## src/rtl/branch_predictor_if.sv

```systemverilog
// Interface between the fetch/hazard logic and the branch predictor.
// Groups the lookup path, the resolved-branch update path and the
// statistics outputs. The master modport is the pipeline side, the slave
// modport is the predictor.
interface branch_predictor_if;
  // Lookup path
  logic [31:0] pc;
  logic        taken;
  logic [31:0] pred_target;
  logic        btb_hit;

  // Resolved-branch update path
  logic        br;
  logic        br_result;
  logic [31:0] br_pc;
  logic [31:0] braddr;
  logic        mispredict;
  logic        upd_en;
  logic        bp_clear;

  // Statistics
  logic [31:0] br_count;
  logic [31:0] mispred_count;

  modport master (
    output pc, br, br_result, br_pc, braddr, mispredict, upd_en, bp_clear,
    input  taken, pred_target, btb_hit, br_count, mispred_count
  );

  modport slave (
    input  pc, br, br_result, br_pc, braddr, mispredict, upd_en, bp_clear,
    output taken, pred_target, btb_hit, br_count, mispred_count
  );
endinterface

```

## src/rtl/branch_predictor.sv

```systemverilog
// Fetch-stage direct-mapped branch target buffer with a 2-bit saturating
// counter per entry. Lookup is combinational; updates from the hazard unit
// commit on the clock edge. Also counts resolved branches and mispredicts.
module branch_predictor #(
  parameter int ENTRIES = 16
) (
  input logic              CLK,
  input logic              nRST,
  branch_predictor_if.slave bus
);

  localparam int IDXW = $clog2(ENTRIES);
  localparam int TAGW = 30 - IDXW;

  // Counter encoding: 00 strong-NT, 01 weak-NT, 10 weak-T, 11 strong-T
  localparam logic [1:0] CTR_SNT = 2'b00;
  localparam logic [1:0] CTR_WT  = 2'b10;
  localparam logic [1:0] CTR_ST  = 2'b11;

  logic            valid_q  [ENTRIES];
  logic [TAGW-1:0] tag_q    [ENTRIES];
  logic [31:0]     target_q [ENTRIES];
  logic [1:0]      ctr_q    [ENTRIES];

  logic [31:0] br_cnt_q;
  logic [31:0] misp_cnt_q;

  logic [IDXW-1:0] lk_idx;
  logic [TAGW-1:0] lk_tag;
  logic            lk_hit;
  logic            lk_taken;

  logic [IDXW-1:0] up_idx;
  logic [TAGW-1:0] up_tag;
  logic            up_hit;
  logic            upd;

  assign lk_idx = bus.pc[IDXW+1:2];
  assign lk_tag = bus.pc[31:IDXW+2];
  assign up_idx = bus.br_pc[IDXW+1:2];
  assign up_tag = bus.br_pc[31:IDXW+2];
  assign upd    = bus.br && bus.upd_en;

  // Lookup: hit/taken/target from the current (pre-update) table contents
  always_comb begin
    // NOTE: every always_comb output gets a default first so no path leaves it unassigned (no latch).
    lk_hit   = 1'b0;
    lk_taken = 1'b0;
    if (valid_q[lk_idx] && (tag_q[lk_idx] == lk_tag)) begin
      lk_hit   = 1'b1;
      lk_taken = ctr_q[lk_idx][1];
    end
  end

  assign bus.btb_hit     = lk_hit;
  assign bus.taken       = lk_taken;
  assign bus.pred_target = lk_taken ? target_q[lk_idx] : bus.pc + 32'd4;

  // Hit detection for the resolved branch being reported
  always_comb begin
    up_hit = valid_q[up_idx] && (tag_q[up_idx] == up_tag);
  end

  // Table update: clear beats any update; hits train, taken misses allocate
  always_ff @(posedge CLK or negedge nRST) begin
    if (!nRST) begin
      // NOTE: the whole table is reset here because reset must also zero tag/target/ctr, not just valid.
      for (int i = 0; i < ENTRIES; i++) begin
        valid_q[i]  <= 1'b0;
        tag_q[i]    <= '0;
        target_q[i] <= '0;
        ctr_q[i]    <= CTR_SNT;
      end
    end else if (bus.bp_clear) begin
      for (int i = 0; i < ENTRIES; i++) begin
        valid_q[i] <= 1'b0;
      end
    end else if (upd) begin
      if (up_hit) begin
        if (bus.br_result) begin
          ctr_q[up_idx]    <= (ctr_q[up_idx] == CTR_ST) ? CTR_ST : ctr_q[up_idx] + 2'd1;
          target_q[up_idx] <= bus.braddr;
        end else begin
          ctr_q[up_idx] <= (ctr_q[up_idx] == CTR_SNT) ? CTR_SNT : ctr_q[up_idx] - 2'd1;
        end
      end else if (bus.br_result) begin
        valid_q[up_idx]  <= 1'b1;
        tag_q[up_idx]    <= up_tag;
        target_q[up_idx] <= bus.braddr;
        ctr_q[up_idx]    <= CTR_WT;
      end
    end
  end

  // Statistics: saturating counts of qualified branch reports and mispredicts
  always_ff @(posedge CLK or negedge nRST) begin
    if (!nRST) begin
      br_cnt_q   <= '0;
      misp_cnt_q <= '0;
    end else if (upd) begin
      if (br_cnt_q != '1) begin
        br_cnt_q <= br_cnt_q + 32'd1;
      end
      if (bus.mispredict && (misp_cnt_q != '1)) begin
        misp_cnt_q <= misp_cnt_q + 32'd1;
      end
    end
  end

  assign bus.br_count      = br_cnt_q;
  assign bus.mispred_count = misp_cnt_q;

endmodule

```

## src/flat_wrapper.sv

```systemverilog
// flat-port wrapper written by rule: the top's interface ports become plain ports
module branch_predictor_flat 
#(
  parameter int ENTRIES = 16
)
  (CLK, nRST, bus_pc, bus_br, bus_br_result, bus_br_pc, bus_braddr, bus_mispredict, bus_upd_en, bus_bp_clear, bus_taken, bus_pred_target, bus_btb_hit, bus_br_count, bus_mispred_count);
  branch_predictor_if bus_i ();
  input logic CLK;
  input logic nRST;
  input wire logic [$bits(bus_i.pc)-1:0] bus_pc;
  input wire logic [$bits(bus_i.br)-1:0] bus_br;
  input wire logic [$bits(bus_i.br_result)-1:0] bus_br_result;
  input wire logic [$bits(bus_i.br_pc)-1:0] bus_br_pc;
  input wire logic [$bits(bus_i.braddr)-1:0] bus_braddr;
  input wire logic [$bits(bus_i.mispredict)-1:0] bus_mispredict;
  input wire logic [$bits(bus_i.upd_en)-1:0] bus_upd_en;
  input wire logic [$bits(bus_i.bp_clear)-1:0] bus_bp_clear;
  output wire logic [$bits(bus_i.taken)-1:0] bus_taken;
  output wire logic [$bits(bus_i.pred_target)-1:0] bus_pred_target;
  output wire logic [$bits(bus_i.btb_hit)-1:0] bus_btb_hit;
  output wire logic [$bits(bus_i.br_count)-1:0] bus_br_count;
  output wire logic [$bits(bus_i.mispred_count)-1:0] bus_mispred_count;
  assign bus_i.pc = bus_pc;
  assign bus_i.br = bus_br;
  assign bus_i.br_result = bus_br_result;
  assign bus_i.br_pc = bus_br_pc;
  assign bus_i.braddr = bus_braddr;
  assign bus_i.mispredict = bus_mispredict;
  assign bus_i.upd_en = bus_upd_en;
  assign bus_i.bp_clear = bus_bp_clear;
  assign bus_taken = bus_i.taken;
  assign bus_pred_target = bus_i.pred_target;
  assign bus_btb_hit = bus_i.btb_hit;
  assign bus_br_count = bus_i.br_count;
  assign bus_mispred_count = bus_i.mispred_count;
  branch_predictor #(.ENTRIES(ENTRIES)) u_core (.CLK(CLK), .nRST(nRST), .bus(bus_i));
endmodule
```

## config.mk

```make
export PLATFORM = sky130hd
export DESIGN_NAME = branch_predictor_flat
export DESIGN_NICKNAME = d
export VERILOG_FILES = /design/src/rtl/branch_predictor_if.sv /design/src/rtl/branch_predictor.sv /design/src/flat_wrapper.sv
export SDC_FILE = /design/constraint.sdc
export NUM_CORES = 2
export LEC_CHECK = 0
export BUFFER_PORTS_ARGS = -buffer_cell sky130_fd_sc_hd__buf_2
export CAP_MARGIN = 10
export CORE_MARGIN = 4
export CORE_UTILIZATION = 40
export DETAILED_ROUTE_END_ITERATION = 7
export GPL_ROUTABILITY_DRIVEN = 0
export REMOVE_ABC_BUFFERS = 1
export SLEW_MARGIN = 30
export SYNTH_ARGS = -nofsm -noshare
export SYNTH_HDL_FRONTEND = slang
export SYNTH_SLANG_ARGS = --single-unit
```

## constraint.sdc

```tcl
create_clock -name CLK -period 13.7 [get_ports CLK]
set_clock_uncertainty 0.15 [all_clocks]
set_input_delay 2.74 -clock CLK [delete_from_list [all_inputs] [get_ports CLK]]
set_output_delay 2.74 -clock CLK [all_outputs]
set_load 0.02 [all_outputs]
```

# Word level (Yosys, flattened, before mapping)
# Cells that the tools add are included.
# W data, S select, Z words.
[word_totals] reg_bits=1040 inputBits=103 output_inout_bits=98 elab_cells=148
[op_classes] add_sub_neg=5 n_lt_le_gt_ge=3 eq_ne=6 n_mux=45 n_bitwise=8 reduce_logical=15
[ops] op="$bwmux W512" n=1
[ops] op="$bwmux W416" n=1
[ops] op="$mux W32" n=7
[ops] op="$bmux W26 S4" n=2
[ops] op="$mux W26" n=5
[ops] op="$bmux W32 S4" n=1
[ops] op="$demux W32 S4" n=1
[ops] op="$demux W26 S4" n=1
[ops] op="$add A32 B1 Y32 const B" n=2
[ops] op="$bwmux W32" n=2
[ops] op="$mux W16" n=4
[ops] op="$ne A32 B32 Y1 const B" n=2
[ops] op="$eq A26 B26 Y1" n=2
[ops] op="$add A32 B3 Y32 const B" n=1
[ops] op="$or A16 B16 Y16" n=2
[ops] op="$and A16 B16 Y16" n=1
[ops] op="$bmux W2 S4" n=2
[ops] op="$not A16 Y16" n=1
[ops] op="$mux W2" n=7
[ops] op="$ge A5 B5 Y1 const B" n=2
[ops] op="$not A4 Y5" n=2
[ops] op="$reduce_and A3 Y1" n=3
[ops] op="$bmux W1 S4" n=2
[ops] op="$demux W2 S4" n=1
[ops] op="other kinds (13)" n=27

# Logic depth before layout (Yosys ltp)
[logic_depth] depth_word=10 mapped_depth=17 depth_no_buf=10

# Worst setup path after synthesis
# Ideal clock, no wire load.
[synth_timing] path_kind="in2out" startpoint="in bus_pc[2]" endpoint="out bus_taken" arrival_ps=6187 required_time_ps=10810 path_slack_ps=4623 stages=10 n_path_buf=3 path_cell_list="buf_2 buf_2 buf_2 mux4_2 a211oi_1 a21oi_1 xnor2_1 or4b_2 nor4_1 nor2b_1"
[synth_between] elab_chain_cells=7 elab_cells_between_ends=13 classes_between="1 x eq/ne; 10 x mux; 1 x bitwise; 1 x reduce/logical"
[synth_lines] item="start: declaration" line="flat_wrapper.sv:10" rtl="input wire logic [$bits(bus_i.pc)-1:0] bus_pc;"
[synth_lines] item="$not A4 Y5 (not written as such) (*)" line="branch_predictor.sv:49, branch_predictor.sv:51"
[synth_lines] item="$bmux W26 S4" line="branch_predictor.sv:49" rtl="if (valid_q[lk_idx] && (tag_q[lk_idx] == lk_tag)) begin"
[synth_lines] item="$mux W26 (not written as such) (2 in series)" line="branch_predictor.sv:49"
[synth_lines] item="$eq A26 B26 Y1" line="branch_predictor.sv:49"
[synth_lines] item="$logic_and A1 B1 Y1" line="branch_predictor.sv:49"
[synth_lines] item="$mux W1 (*)" line="branch_predictor.sv:49"
[synth_lines] item="end: declaration" line="flat_wrapper.sv:18" rtl="output wire logic [$bits(bus_i.taken)-1:0] bus_taken;"
# Every way passes the cells marked *; elsewhere a longest branch is shown, timed or not. The select of a mux whose other input is x is not followed.

# Worst setup path in the final report
[layout_timing] startpoint="in bus_pc[5]" endpoint="out bus_pred_target[29]"
[layout_between] elab_chain_cells=8 elab_cells_between_ends=18 classes_between="1 x add/sub; 1 x eq/ne; 14 x mux; 1 x bitwise; 1 x reduce/logical"
[layout_lines] item="$not A4 Y5 (not written as such)" line="branch_predictor.sv:49, branch_predictor.sv:51, branch_predictor.sv:57"
[layout_lines] item="$bmux W26 S4" line="branch_predictor.sv:49"
[layout_lines] item="$mux W26 (not written as such) (2 in series)" line="branch_predictor.sv:49"
[layout_lines] item="$eq A26 B26 Y1" line="branch_predictor.sv:49"
[layout_lines] item="$logic_and A1 B1 Y1" line="branch_predictor.sv:49"
[layout_lines] item="$mux W1" line="branch_predictor.sv:49"
[layout_lines] item="$mux W32 (*)" line="branch_predictor.sv:57" rtl="assign bus.pred_target = lk_taken ? target_q[lk_idx] : bus.pc + 32'd4;"
[layout_lines] item="end: declaration" line="flat_wrapper.sv:19" rtl="output wire logic [$bits(bus_i.pred_target)-1:0] bus_pred_target;"
# Marks and branches as above.

==> out/qor.csv <==
metric,value,unit
status,"finished, final reports clean",
rsz0062_at_grt,false,
cp.required,10810,ps
fill_cells,12019,
ios,201,
first_global_vias,36189,
slew_headroom,0.292,
cts_inserted_buffers,111,
yosys.area_share.simple,0.0844,
p_leak,0.0281,uW
p_comb_frac,0.124,
slowest_delay,650,ps
crit_fanout,32,
seqPwrFrac,0.456,
fp.dieArea,140000,um^2
place_hpwl,93.9,mm
numPortBuffers,198,
cts_root_buf,clkbuf_16,
synth_fa_ha_area_frac,0.00107,
p_total,7640,uW
yosysTopAreaCellShare,0.486,
avgSynthCellArea,13.2,um^2
die_y,374,um
cts_buffer_depth,3,
antenna_found_initial,29,
finalWirelength,162,mm
coreArea,133000,um^2
synth_area_leaders,"dfrtp_1 (49%), mux4_2 (15%), mux2_2 (12%)",
htree_levels,3,
achievable-frequency,97.3,MHz
setup_viol_count_final,0,
cap_violations,0,
clkPwrFrac,0.420,
cts_tree,built,
crit_top_cell,buf_4,
power.internal,5680,uW
crit_type,in2out,
report.final.slew_viol_count,0,
async_reset_ff_frac,1.00,
clk_latency,750,ps
cp_slowest_cell,buf_4,
min_from,u_core.target_q[261]$_DFFE_PN0P_,
setup_tns,0,ps
post_cts_buffers,0,
via_per_inst,5.83,
drive_gt1_frac,0.385,
grtUsageTotal,0.230,
drc,0,
synth_xor_xnor_area_share,0.0240,
finalCritPeriodShare,0.750,
synth_cell_types,68,
drtAntennaViolNets,0,
syn-instance-count,4068,
multi_input_area,26100,um^2
yosys_warnings,0,
synth_edf_count,0,
powerDensity,127,nW/um^2
p_sw_frac,0.257,
row_count,134,
cts_resized,0,
hold_violations,0,
grt_overflow,0,
seq_area_frac_synth,0.486,
worstMarginPinSlew,1050,ps
nets,4247,
crit_path_cell_trace,"buf_2, buf_4, inv_4, buf_4, mux2_2, nand2_1, o21ai_0, xnor2_1, and4b_1, nand4_1, nor4_4, buf_4, mux2_2, buf_2",
synth_top_family_by_area,multiplexers,
startpoint_type,primary input,
vias,35067,
synth_compound_area_frac,0.0299,
syn-cell-area,53600,um^2
vdd_drop_max,92.6,uV
syn_to_final_growth,12.3,%
arrival,7390,ps
start_util,0.402,
r2r-start,u_core.tag_q[69]$_DFFE_PN0P_,
die_w,374,um
grt_pass1_wl,242,mm
synth-seq-cells,1040,
critPathLaunch,bus_pc[5],
drtPass1Iterations,5,
muxShareOfSynthArea,0.344,
ys.flop_type,dfrtp_1,
synth_area_leader_cell,dfrtp_1,
wl_per_cell,27.0,um
holdBufCountCts,0,
p_sw,1960,uW
seq_area,26000,um^2
hp-class,reg2reg,
cts.sinks,1040,
final.min_clock_period,10280,ps
grt_max_degree,170,
drt_iter0_markers,3172,
clkSlewWorstSetupHoldPaths,60,ps
end_kind,output port,
==> layout make-up <==
type	count	share of cell area
Antenna cell	10	0.000416
Clock buffer	164	0.0552
Clock inverter	46	0.00971
Inverter	23	0.00148
Multi-Input combinational cell	2683	0.433
Sequential cell	1040	0.433
Tap cell	1768	0.0368
Timing Repair Buffer	282	0.0304
==> cells in the mapped netlist, types with 3 or more instances <==
cell       instances
a21o_1            22
nand4_1           21
a22oi_1           25
clkbuf_1         188
o22ai_1           12
nor2_1           101
a21oi_1           47
dfrtp_1         1040
a22o_1             8
nand4b_1           3
ha_1               3
a211oi_1          12
or3_1              5
a221oi_1           6
and4_1             9
o31ai_1            5
inv_1             20
nor3_1            10
o2111ai_1          4
buf_2             54
mux4_2           346
o311ai_0          17
o211ai_1           4
nor2b_1           24
buf_4             26
buf_6             25
mux2i_1          131
o31a_1            19
mux2_2           573
xor2_1            59
or2_2              4
nand3_1           50
buf_1             27
nand2b_1           5
o21ai_0           41
and2_1             6
and3_1            13
mux2_4           189
nand2_1          767
nor4_1            11
xnor2_1           88
nor3_2             7
nor2_4             8
==> power by group through the flow <==
stage	Combinational [uW]	Clock, uW	Sequential (uW)
2_1_floorplan	567	0	3500
3_3_place_gp	928	0	3520
3_5_place_dp	945	0	3530
4_1_cts	949	3270	3480
5_1_grt	1030	3400	3510
6_report	947	3210	3480
==> metal layers <==
layer / vias up / part of all wire / global-route usage / routed length (um)
met3: 309 / 0.092 / 0.0727 / 15000
met1: 18590 / 0.43 / 0.322 / 70100
met2: 1302 / 0.44 / 0.341 / 71400
met5: - / 0.00050 / 0 / 81
met4: 12 / 0.035 / 0.0741 / 5700
li1: 14854 / - / - / -
==> worst max-delay path: cells and delay by family <==
kind                      cells  cell delay [ps]
buffers and inverters         6             2320
muxes                         2              890
xor gates and xnor gates      1              290
AOI/OAI and AO/OA             1              260
and+or+nand+nor               4              780
==> path summary, 6_finish.rpt <==
path | endpoint | slack (ps) | depth (start not counted)
max | bus_pred_target[29] | 3420 | 14
min | u_core.target_q[261]$_DFFE_PN0P_ | 320 | 2
max reg2reg | u_core.tag_q[307]$_DFFE_PN0P_ | 8840 | 10
min reg2reg | u_core.target_q[261]$_DFFE_PN0P_ | 320 | 2
max in group asynchronous | u_core.target_q[106]$_DFFE_PN0P_ | 9430 | 4
min in group asynchronous | u_core.tag_q[256]$_DFFE_PN0P_ | 1800 | 1
==> registers in the layout (all words and copies together) (netlist names) <==
signal	cells
u_core.bus.br_count	32
u_core.ctr_q	32
u_core.tag_q	416
u_core.target_q	512
u_core.valid_q	16
u_core.bus.mispred_count	32
==> placed cells by master (no fill, tap or decap), types with 12 or more instances in the layout <==
cell type	synthesis	final
clkbuf_1	188	23
mux2i_1	131	131
buf_2	54	191
o311ai_0	17	17
nand2_1	767	760
clkbuf_16	0	115
xnor2_1	88	88
o21ai_0	41	41
xor2_1	59	59
nand4_1	21	21
mux4_2	346	346
nor2_4	8	23
nand3_1	50	49
a21o_1	22	22
mux2_4	189	189
o31a_1	19	19
and3_1	13	12
inv_1	20	20
nor2_1	101	85
a211oi_1	12	12
clkbuf_8	0	27
clkinv_2	0	22
buf_4	26	71
a22oi_1	25	25
o22ai_1	12	12
a21oi_1	47	47
mux2_2	573	573
dfrtp_1	1040	1040
nor2b_1	24	22
==> metrics by stage <==
| step | util | hold WS [ps] | setup WS, ps | instance area (um^2) | instances |
|---|---|---|---|---|---|
| 2_1_floorplan | - | 290 | 3620 | 52000 | 3746 |
| 3_3_place_gp | 0.421 | 304 | 3510 | 56100 | 5788 |
| 3_5_place_dp | 0.421 | 309 | 3480 | 56100 | 5793 |
| 4_1_cts | 0.450 | 324 | 3470 | 60000 | 6003 |
| 5_1_grt | 0.451 | 344 | 3330 | 60100 | 6006 |
| 6_report | 0.451 | 323 | 3420 | 60200 | 6016 |
==> cell families (layout without fill, tap and decap cells) <==
kind of cell | Yosys count | count (layout)
mux | 1240 | 1240
other cells | 0 | 10
buf+inv | 345 | 515
xor+xnor | 147 | 147
flops | 1040 | 1040
simple gates | 1057 | 1057
fa+ha+maj | 5 | 5
compound gates | 234 | 234
Note: power is estimated with default switching activity, not from simulation.
